==> src/rtl/vga_fb_reader_if.sv <==
// Framebuffer read bus between the pixel-fetch stage (master) and its
// synchronous RAM (slave).
interface vga_fb_reader_if #(
  parameter int ADDR_BIT = 15,
  parameter int DATA_BIT = 8
);
  logic [ADDR_BIT-1:0] rd_addr;
  logic                rd_en;
  logic [DATA_BIT-1:0] rd_data;

  modport master (output rd_addr, output rd_en, input rd_data);
  modport slave  (input rd_addr, input rd_en, output rd_data);
endinterface

==> src/rtl/vga_fb_reader.sv <==
// VGA pixel-fetch stage: maps the screen coordinate to a scaled framebuffer
// address, reads the pixel and drives colour and sync pins aligned together.
module vga_fb_reader #(
  parameter int H_RES       = 640,
  parameter int V_RES       = 480,
  parameter int SCALE_SHIFT = 2,
  parameter int ADDR_BIT    = 15,
  parameter int DATA_BIT    = 8,
  parameter int RD_LATENCY  = 1,
  parameter int PX_PERIOD   = 4
) (
  input  logic                clk,
  input  logic                i_sclr,
  input  logic                i_px_clk,
  input  logic                i_hsync_enb,
  input  logic                i_vsync_enb,
  input  logic                i_h_addr_enb,
  input  logic                i_v_addr_enb,
  input  logic [9:0]          i_h_idx,
  input  logic [9:0]          i_v_idx,
  vga_fb_reader_if.master     fb,
  output logic [DATA_BIT-1:0] o_rgb,
  output logic                o_hsync_n,
  output logic                o_vsync_n
);
  localparam int H_FB     = H_RES >> SCALE_SHIFT;
  localparam int FB_WORDS = H_FB * (V_RES >> SCALE_SHIFT);

  if (RD_LATENCY < 1 || RD_LATENCY >= PX_PERIOD) begin : g_bad_latency
    $error("vga_fb_reader: RD_LATENCY must lie in 1..PX_PERIOD-1");
  end
  if (FB_WORDS > (1 << ADDR_BIT)) begin : g_bad_addr_bit
    $error("vga_fb_reader: ADDR_BIT too narrow for the framebuffer");
  end

  logic                  act_s;
  logic [31:0]           addr_full_s;
  logic [DATA_BIT-1:0]   pix_s;
  logic                  hs0_r;
  logic                  vs0_r;
  logic                  act0_r;
  logic                  rd_en_r;
  logic [ADDR_BIT-1:0]   rd_addr_r;
  logic [RD_LATENCY-1:0] rd_vld_r;
  logic [DATA_BIT-1:0]   hold_r;

  // Visible-area flag and scaled framebuffer word index for the current coordinate.
  always_comb begin
    act_s       = i_h_addr_enb & i_v_addr_enb;
    addr_full_s = 32'(i_v_idx >> SCALE_SHIFT) * 32'(H_FB)
                + 32'(i_h_idx >> SCALE_SHIFT);
  end

  // When the read lands exactly on the display tick, forward it past the hold register.
  always_comb begin
    if (rd_vld_r[RD_LATENCY-1]) begin
      pix_s = fb.rd_data;
    end else begin
      pix_s = hold_r;
    end
  end

  // Stage 0: capture sync/area flags and launch a one-cycle read on each pixel tick.
  always_ff @(posedge clk) begin
    if (i_sclr) begin
      hs0_r     <= 1'b0;
      vs0_r     <= 1'b0;
      act0_r    <= 1'b0;
      rd_en_r   <= 1'b0;
      rd_addr_r <= {ADDR_BIT{1'b0}};
    end else if (i_px_clk) begin
      hs0_r   <= i_hsync_enb;
      vs0_r   <= i_vsync_enb;
      act0_r  <= act_s;
      rd_en_r <= act_s;
      if (act_s) begin
        rd_addr_r <= ADDR_BIT'(addr_full_s);
      end
    end else begin
      rd_en_r <= 1'b0;
    end
  end

  // Track the outstanding read and capture the RAM word when it arrives.
  always_ff @(posedge clk) begin
    if (i_sclr) begin
      rd_vld_r <= {RD_LATENCY{1'b0}};
      hold_r   <= {DATA_BIT{1'b0}};
    end else begin
      rd_vld_r <= RD_LATENCY'({rd_vld_r, rd_en_r});
      if (rd_vld_r[RD_LATENCY-1]) begin
        hold_r <= fb.rd_data;
      end
    end
  end

  // Stage 1: drive the pins one tick later so colour and sync stay aligned.
  always_ff @(posedge clk) begin
    if (i_sclr) begin
      o_rgb     <= {DATA_BIT{1'b0}};
      o_hsync_n <= 1'b1;
      o_vsync_n <= 1'b1;
    end else if (i_px_clk) begin
      o_rgb     <= act0_r ? pix_s : {DATA_BIT{1'b0}};
      o_hsync_n <= ~hs0_r;
      o_vsync_n <= ~vs0_r;
    end
  end

  assign fb.rd_addr = rd_addr_r;
  assign fb.rd_en   = rd_en_r;
endmodule
==> src/flat_wrapper.sv <==
// flat-port wrapper written by rule: the top's interface ports become plain ports
module vga_fb_reader_flat 
#(
  parameter int H_RES       = 640,
  parameter int V_RES       = 480,
  parameter int SCALE_SHIFT = 2,
  parameter int ADDR_BIT    = 15,
  parameter int DATA_BIT    = 8,
  parameter int RD_LATENCY  = 1,
  parameter int PX_PERIOD   = 4
)
  (clk, i_sclr, i_px_clk, i_hsync_enb, i_vsync_enb, i_h_addr_enb, i_v_addr_enb, i_h_idx, i_v_idx, o_rgb, o_hsync_n, o_vsync_n, fb_rd_addr, fb_rd_en, fb_rd_data);
  vga_fb_reader_if #(.ADDR_BIT(ADDR_BIT), .DATA_BIT(DATA_BIT)) fb_i ();
  input  logic clk;
  input  logic i_sclr;
  input  logic i_px_clk;
  input  logic i_hsync_enb;
  input  logic i_vsync_enb;
  input  logic i_h_addr_enb;
  input  logic i_v_addr_enb;
  input  logic [9:0] i_h_idx;
  input  logic [9:0] i_v_idx;
  output logic [DATA_BIT-1:0] o_rgb;
  output logic o_hsync_n;
  output logic o_vsync_n;
  output wire logic [$bits(fb_i.rd_addr)-1:0] fb_rd_addr;
  output wire logic [$bits(fb_i.rd_en)-1:0] fb_rd_en;
  input wire logic [$bits(fb_i.rd_data)-1:0] fb_rd_data;
  assign fb_rd_addr = fb_i.rd_addr;
  assign fb_rd_en = fb_i.rd_en;
  assign fb_i.rd_data = fb_rd_data;
  vga_fb_reader #(.H_RES(H_RES), .V_RES(V_RES), .SCALE_SHIFT(SCALE_SHIFT), .ADDR_BIT(ADDR_BIT), .DATA_BIT(DATA_BIT), .RD_LATENCY(RD_LATENCY), .PX_PERIOD(PX_PERIOD)) u_core (.clk(clk), .i_sclr(i_sclr), .i_px_clk(i_px_clk), .i_hsync_enb(i_hsync_enb), .i_vsync_enb(i_vsync_enb), .i_h_addr_enb(i_h_addr_enb), .i_v_addr_enb(i_v_addr_enb), .i_h_idx(i_h_idx), .i_v_idx(i_v_idx), .fb(fb_i), .o_rgb(o_rgb), .o_hsync_n(o_hsync_n), .o_vsync_n(o_vsync_n));
endmodule
==> config.mk <==
export PLATFORM = sky130hd
export DESIGN_NAME = vga_fb_reader_flat
export DESIGN_NICKNAME = d
export VERILOG_FILES = /design/src/rtl/vga_fb_reader_if.sv /design/src/rtl/vga_fb_reader.sv /design/src/flat_wrapper.sv
export SDC_FILE = /design/constraint.sdc
export NUM_CORES = 1
export LEC_CHECK = 0
export CORE_MARGIN = 2
export CORE_UTILIZATION = 25
export CTS_BUF_LIST = sky130_fd_sc_hd__clkbuf_4
export DETAILED_ROUTE_END_ITERATION = 8
export GPL_TIMING_DRIVEN = 0
export SYNTH_ARGS = -nofsm -noshare
export SYNTH_HDL_FRONTEND = slang
export SYNTH_SLANG_ARGS = --single-unit
==> constraint.sdc <==
create_clock -name clk -period 3.1 [get_ports clk]
set_input_delay 0.62 -clock clk [delete_from_list [all_inputs] [get_ports clk]]
set_output_delay 0.62 -clock clk [all_outputs]
set_load 0.005 [all_outputs]
After elaboration in Yosys (flattened, before gate mapping). Cells that the tools add are included.

Flip-flop bits (word level): 38. Output and inout bits: 26. Bits of input ports: 35. Logic and storage cells: 20.

Muxes and demuxes: 2. Reduce and logical (&&, ||, !) cells: 2. Multiply operators: 1. Add/subtract/negate cells: 1. Bitwise gates (word level): 4.

Operators with widths (number): 8-bit 2-to-1 mux (2); 15-bit by 8-bit adder with 15-bit output (1); 8-bit by 3-bit multiplier with 10-bit output (second input constant) (1); 1-bit inverter (3); 2-bit AND reduction (1); 2-bit OR reduction (1); 1-bit AND (1).

Depth between registers and ports, before layout. Gate-level depths: netlist of the first run.

Depth in word-level cells: 2. Depth in mapped cells: 8. Gate-level depth less buffers: 8.

Least setup slack after synthesis of the first run. OpenSTA, ideal clock, no wires.

Kind: in2reg. Start point: input port i_v_idx[3]. End point: register u_core.rd_addr_r[14], in the netlist u_core.fb.rd_addr[14]. Stages: 8. Setup slack: 421 ps. Path buffers: 0. Data arrival time: 2545 ps. Required time: 2966 ps. Setup time: 134 ps. Path through: ha_1 ha_1 fa_1 a211oi_2 nor2_1 o311ai_0 and4_1 nor4_1.

Cells in the longest elaborated chain, start to end: 2.

RTL lines: start: declaration (line flat_wrapper.sv:22) `input logic [9:0] i_v_idx;`; 8-bit by 3-bit multiplier with 10-bit output (line vga_fb_reader.sv:50) `addr_full_s = 32'(i_v_idx >> SCALE_SHIFT) * 32'(H_FB)`; 15-bit by 8-bit adder with 15-bit output (line vga_fb_reader.sv:51) `+ 32'(i_h_idx >> SCALE_SHIFT);`; end signal: assignment (line vga_fb_reader.sv:70) `rd_addr_r <= {ADDR_BIT{1'b0}};`; end signal: assignment (line vga_fb_reader.sv:77) `rd_addr_r <= ADDR_BIT'(addr_full_s);`; end: declaration (line vga_fb_reader.sv:43) `logic [ADDR_BIT-1:0] rd_addr_r;`.

No other way between the ends. A chain may end at the register's enable or synchronous reset.

Worst setup path in the final report of the first run. Same ends and word-level chain as after synthesis.

==> out/qor.yml, run 1 <==
status:
  outcome: "finished, final reports clean"
critical_path:
  worstPathArrival_ns: 3.27
  cp.required_ns: 3.35
  path_cells: "clkdlybuf4s50_1, ha_1, ha_1, fa_1, a211oi_4, o22ai_1, nor4_2, a211oi_1, nor4_1"
  crit_slowest_cell: "fa_1"
  crit_top_cell: "ha_1"
  crit_family: "adder cells"
  cp_num_buf_inv: 1
  critPathCaptureType: "register"
  cp_max_fo: 4
  worstSetupPathType: "in2reg"
  cpPeakStageDelay_ns: 0.47
  reg2reg_slack_ns: 1.77
  start_kind: "input pin"
placement:
  post-place-ws_ns: -0.395
  gp_congestion: 0.794
  portBuffers: 54
  placed_cell_area_mm2: 0.00257
  hpwlAfterDp_um: 3520
  place_inst: 359
detailed_routing:
  vias_per_cell: 4.54
  first_iter_violations: 26
  ant_nets: 0
  drcViolationCount: 0
  wl_per_cell_um: 12.5
  finalWirelength_um: 4560
  dr.pass1.iters: 4
  via_count: 1660
clocking:
  h-tree-depth: 2
  numCtsBuffers: 5
  clock-root-buffer: "clkbuf_4"
  cts_tree: "done"
  clock_sinks: 38
  post-cts-setup-buffer-count: 0
  ctsLongestPathBuffers: 2
  cts.clk_slew.worst_paths_ns: 0.11
  cts_hold_buf: 0
  clock_latency_ns: 0.34
floorplan:
  die_w_um: 91.3
  pin_count: 61
  dieArea_mm2: 0.00834
  coreArea_mm2: 0.00733
  start_util: 0.260
  row_count: 31
  die_h_um: 91.3
final_layout:
  multiInputGateArea_mm2: 0.00111
  syn_to_final_growth_pct: 38.5
  num-fill-cells: 758
  final_util: 0.360
  ff_latch_area_um2: 761
  fin_nets: 319
  drive_gt1_frac: 0.0599
  n_antenna_cell: 0
  final_cell_area_mm2: 0.00264
  fin_cells: 366
timing:
  finalClockSkew_ns: 0.00734
  max_slew_margin: 0.597
  grt_setup_unrepaired: "yes"
  maxSlewViolCount: 0
  hold_ws_ns: 0.462
  fin_crit_sh: 0.974
  fmax_ghz: 0.331
  setup_viol: 0
  setup_tns_ns: 0
  hold_violations: 0
  layout_setup_ws_ns: 0.0821
  period_needed_ns: 3.02
  worst_pin_slew_ns: 0.605
global_routing:
  grt_overflow: 0
  grt_max_degree: 12
  grt_pass1_vias: 1534
  grt_usage: 0.111
  antenna_found_initial: 0
  grt_pass1_wl_um: 7440
power:
  finalPower_mw: 1.00
  leakagePower_nw: 0.941
  power.density_mw_per_mm2: 380
  max-vdd-ir-drop_v: 0.000119
hold_path:
  hold_path.class: "reg2reg"
synth:
  syn-instance-count: 206
  synth_nets: 258
  yosys_warnings: 0
  synth.distinct_cells: 40
  seq_area_frac_synth: 0.399
  syn_area_mm2: 0.00191
  ys_ff_latch: 38
  syn_area_per_cell_um2: 9.25
run:
  cap_violations: 0
==> layer usage <==
layer,vias to the layer above,share of wire,track usage
met5,-,0,0
met1,754,0.49,0.144
li1,851,-,-
met4,0,0.0086,0.0341
met3,5,0.045,0.0224
met2,50,0.46,0.186
==> cell families after synthesis <==
kind of cell             Yosys count  share of synthesized area
buffers and inverters             15                     0.0295
AO/OA/AOI/OAI                     44                      0.169
multiplexers                      10                     0.0525
XOR/XNOR                           7                     0.0322
adder cells (fa/ha/maj)           17                      0.120
AND/OR/NAND/NOR                   75                      0.198
flip-flops                        38                      0.399
==> cells in the mapped netlist (all sizes together) <==
| cell type | instances | area [um2] |
|---|---|---|
| nor4 | 3 | 25.0 |
| o311ai | 1 | 8.76 |
| o211ai | 1 | 7.51 |
| nand2 | 20 | 75.1 |
| a311oi | 1 | 8.76 |
| nand3b | 1 | 7.51 |
| nor2 | 25 | 93.8 |
| nor4b | 1 | 8.76 |
| and3b | 1 | 8.76 |
| fa | 2 | 40.0 |
| xnor2 | 4 | 35.0 |
| and3 | 1 | 6.26 |
| clkbuf | 9 | 33.8 |
| mux2i | 10 | 100 |
| nand3 | 2 | 10.0 |
| and2b | 1 | 8.76 |
| xor2 | 3 | 26.3 |
| or4b | 1 | 10.0 |
| a21o | 1 | 7.51 |
| o2111ai | 1 | 8.76 |
| a211o | 1 | 8.76 |
| o21ba | 2 | 20.0 |
| inv | 4 | 15.0 |
| nand2b | 13 | 81.3 |
| dfxtp | 38 | 761 |
| a21oi | 13 | 65.1 |
| nand4b | 1 | 8.76 |
| nor3 | 1 | 5.00 |
| nor2b | 2 | 12.5 |
| a211oi | 8 | 75.1 |
| o21ai | 5 | 25.0 |
| o211a | 1 | 10.0 |
| o32ai | 8 | 70.1 |
| and4 | 1 | 8.76 |
| nor3b | 1 | 7.51 |
| buf | 2 | 7.51 |
| ha | 15 | 188 |
| o22ai | 1 | 6.26 |
==> repair_timing <==
action	4_1_cts	5_1_grt
cloned	0	0
resized for setup	2	2
pin swaps	0	2
setup endpoints to repair	1	2
==> worst register-to-register path, stage by stage, from the launching register on <==
cell and delay (ns):
dfxtp_1 0.32, clkbuf_1 0.47, mux2i_1 0.32, o32ai_1 0.10
==> worst paths after layout <==
path | start | endpoint | cells past startpoint
hold / removal | u_core.fb.rd_addr[10]$_SDFFE_PP0P_ | u_core.fb.rd_addr[10]$_SDFFE_PP0P_ | 2
setup reg to reg | u_core.rd_vld_r$_SDFF_PP0_ | u_core.o_rgb[7]$_SDFFE_PP0P_ | 3
hold reg to reg | u_core.fb.rd_addr[10]$_SDFFE_PP0P_ | u_core.fb.rd_addr[10]$_SDFFE_PP0P_ | 2
setup / recovery | i_v_idx[3] | u_core.fb.rd_addr[14]$_SDFFE_PP0P_ | 9
==> sequential cells by signal, indices dropped and copies added, names as in the netlist <==
register,flops
u_core.fb.rd_en,1
u_core.o_hsync_n,1
u_core.hs0_r,1
u_core.o_rgb,8
u_core.fb.rd_addr,15
u_core.rd_vld_r,1
u_core.o_vsync_n,1
u_core.act0_r,1
u_core.hold_r,8
u_core.vs0_r,1
==> area by class of cell <==
class / count / area share
multi-input cells: 153 / 0.421
plain buffers: 11 / 0.0156
clock buffers: 5 / 0.0142
flip-flops and latches: 38 / 0.288
repair buffers: 54 / 0.205
clock inverters: 2 / 0.00379
well taps: 99 / 0.0469
inverters: 4 / 0.00569
==> power by group <==
| part | leakage [nW] | internal [mW] | switching (mW) |
|---|---|---|---|
| clock network | 0.0308 | 0.0817 | 0.160 |
| logic | 0.601 | 0.128 | 0.122 |
| registers | 0.308 | 0.502 | 0.00730 |
==> layout by cell type (no fill, tap or decap), types with 2 or more instances in the layout <==
cell and n:
ha_1 15, buf_1 2, xnor2_1 4, clkbuf_4 5, o21ai_0 5, clkbuf_1 9, clkdlybuf4s50_1 54, o21ba_2 2
a211oi_2 2, nor4_2 2, fa_1 2, inv_1 4, mux2i_1 10, nand2b_1 13, nand2_1 20, a21oi_1 13
a211oi_1 5, o32ai_1 8, nand3_1 2, xor2_1 2, nor2_1 25, nor2b_1 2, clkinv_2 2, dfxtp_1 38
Note: power is estimated with default switching activity, not from simulation.
==> run 2, diff against run 1 <==
--- a/config.mk
+++ b/config.mk
@@ -8,8 +8,10 @@
 export CORE_MARGIN = 2
 export CORE_UTILIZATION = 25
 export CTS_BUF_LIST = sky130_fd_sc_hd__clkbuf_4
+export CTS_CLUSTER_SIZE = 40
 export DETAILED_ROUTE_END_ITERATION = 8
 export GPL_TIMING_DRIVEN = 0
+export SETUP_SLACK_MARGIN = 0.05
 export SYNTH_ARGS = -nofsm -noshare
 export SYNTH_HDL_FRONTEND = slang
 export SYNTH_SLANG_ARGS = --single-unit
==> out/qor.yml, run 2 (synthesis gave the netlist of run 1 again) <==
critical_path:
  reg2reg_slack_ns: 1.77  # about the same
  cp_max_fo: 4  # unchanged
  worstSetupPathType: "in2reg"  # unchanged
  ff2ff_path_depth: 3  # unchanged
  start_kind: "input pin"  # unchanged
  r2r-start: "u_core.rd_vld_r$_SDFF_PP0_"  # unchanged
  rr_endpoint: "u_core.o_rgb[7]$_SDFFE_PP0P_"  # unchanged
  worstPathArrival_ns: 3.18  # was 3.27 ns
  critPathCaptureType: "register"  # unchanged
  cp.required_ns: 3.35  # about the same
floorplan:
  die_h_um: 91.3  # unchanged
  row_count: 31  # unchanged
  pin_count: 61  # unchanged
  coreArea_mm2: 0.00733  # unchanged
  start_util: 0.260  # unchanged
  dieArea_mm2: 0.00834  # unchanged
  die_w_um: 91.3  # unchanged
status:
  outcome: "finished, final reports clean"  # unchanged
global_routing:
  antenna_found_initial: 0  # unchanged
  grt_overflow: 0  # unchanged
  grt_pass1_vias: 1534  # unchanged
  grt_usage: 0.111  # unchanged
  grt_pass1_wl_um: 7440  # unchanged
  grt_max_degree: 12  # unchanged
clocking:
  h-tree-depth: 2  # unchanged
  cts.clk_slew.worst_paths_ns: 0.12  # was 0.11 ns
  cts_hold_buf: 0  # unchanged
  clock_latency_ns: 0.34  # about the same
  cts_tree: "done"  # unchanged
  numCtsBuffers: 5  # unchanged
  clock-root-buffer: "clkbuf_4"  # unchanged
  ctsLongestPathBuffers: 2  # unchanged
  clock_sinks: 38  # unchanged
  post-cts-setup-buffer-count: 0  # unchanged
timing:
  fin_crit_sh: 0.946  # was 0.974
  maxSlewViolCount: 0  # unchanged
  worst_pin_slew_ns: 0.605  # about the same
  finalClockSkew_ns: 0.00765  # was 0.00734 ns
  fmax_ghz: 0.341  # was 0.331 GHz
  hold_violations: 0  # unchanged
  setup_tns_ns: 0  # unchanged
  period_needed_ns: 2.93  # was 3.02 ns
  setup_viol: 0  # unchanged
  grt_setup_unrepaired: "no"  # was yes
  max_slew_margin: 0.597  # about the same
placement:
  gp_congestion: 0.794  # unchanged
  portBuffers: 54  # unchanged
  hpwlAfterDp_um: 3520  # unchanged
  placed_cell_area_mm2: 0.00257  # unchanged
hold_path:
  hold-path-cell-count: 2  # unchanged
  hold_path.class: "reg2reg"  # unchanged
  worstHoldStart: "u_core.fb.rd_addr[10]$_SDFFE_PP0P_"  # unchanged
  hold_end: "u_core.fb.rd_addr[10]$_SDFFE_PP0P_"  # unchanged
detailed_routing:
  vias_per_cell: 4.53  # was 4.54
  dr.pass1.iters: 4  # unchanged
  wl_per_cell_um: 12.5  # about the same
  finalWirelength_um: 4560  # about the same
  first_iter_violations: 24  # was 26
  ant_nets: 0  # unchanged
  via_count: 1658  # was 1660
  drcViolationCount: 0  # unchanged
final_layout:
  n_antenna_cell: 0  # unchanged
  syn_to_final_growth_pct: 38.9  # was 38.5%
  layout_commonest_cell: "clkdlybuf4s50_1"  # unchanged
  final_cell_area_mm2: 0.00265  # was 0.00264 mm2
  fin_nets: 319  # unchanged
  drive_gt1_frac: 0.0674  # was 0.0599
  final_cell_mix: "clkdlybuf4s50_1 (54), dfxtp_1 (38), nor2_1 (25)"  # unchanged
  largest_reg_flops: 15  # unchanged
run:
  cap_violations: 0  # unchanged
power:
  finalPower_mw: 1.01  # was 1.00 mW
  power.density_mw_per_mm2: 380  # about the same
  leakagePower_nw: 0.941  # about the same
  max-vdd-ir-drop_v: 0.000119  # about the same
[run 2: cell count changes in the layout (fill, tap and decap cells not counted)]
cell     before  now
fa_1          2    1
o22ai_2       0    1
o22ai_1       1    0
fa_2          0    1
[run 2: worst max-delay path by stage]
stage | from | slack (ns) | endpoint | cells after the start
final | i_v_idx[3] | 0.17 | u_core.fb.rd_addr[14]$_SDFFE_PP0P_ | 9
after global routing | i_v_idx[5] | 0.05 | u_core.fb.rd_addr[14]$_SDFFE_PP0P_ | 8
after CTS | i_v_idx[3] | 0.07 | u_core.fb.rd_addr[14]$_SDFFE_PP0P_ | 9
after detailed placement | i_v_idx[3] | -0.40 | u_core.fb.rd_addr[14]$_SDFFE_PP0P_ | 9
after global placement | i_v_idx[3] | -0.33 | u_core.fb.rd_addr[14]$_SDFFE_PP0P_ | 9
after floorplan | i_v_idx[3] | 0.42 | u_core.fb.rd_addr[14]$_SDFFE_PP0P_ | 8
[run 2: cell type report]
type / count / area, um2
Tap cell: 99 / 124
Sequential cell: 38 / 761
Inverter: 4 / 15.0
Buffer: 11 / 41.3
Fill cell: 756 / 4680
Multi-Input combinational cell: 153 / 1120
Timing Repair Buffer: 54 / 541
Clock inverter: 2 / 10.0
Clock buffer: 5 / 37.5
[run 2: stage by stage]
stage                     instances  hold WS, ns   util  setup slack, ns
after floorplan                 206        0.448      -            0.421
after global placement          359        0.442  0.351           -0.334
after detailed placement        359        0.451  0.351           -0.395
after CTS                       366        0.467  0.358           0.0677
after global routing            366        0.491  0.361           0.0516
final                           366        0.462  0.361            0.167
[run 2: where the power goes]
| group | internal [mW] | switching, mW |
|---|---|---|
| clock | 0.0817 | 0.160 |
| sequential | 0.502 | 0.00731 |
| combinational | 0.130 | 0.124 |
[run 2: what timing repair did]
action                     4_1_cts  5_1_grt
resized for setup                2        4
setup endpoints to repair        1        2
pin swaps                        0        4
[run 2: routing by layer]
| metal | track usage | up-vias | wire [um] | share of wire |
|---|---|---|---|---|
| met4 | 0.0341 | 0 | 39 | 0.0085 |
| li1 | - | 852 | - | - |
| met1 | 0.144 | 755 | 2250 | 0.49 |
| met2 | 0.186 | 46 | 2100 | 0.46 |
| met5 | 0 | - | 0 | 0 |
| met3 | 0.0224 | 5 | 169 | 0.037 |
[run 2: worst max-delay path: stages]
cell,delay (ns)
clkdlybuf4s50_1,0.46
ha_1,0.33
ha_1,0.24
fa_2,0.40
a211oi_4,0.29
o22ai_2,0.13
nor4_2,0.34
a211oi_1,0.12
nor4_1,0.26
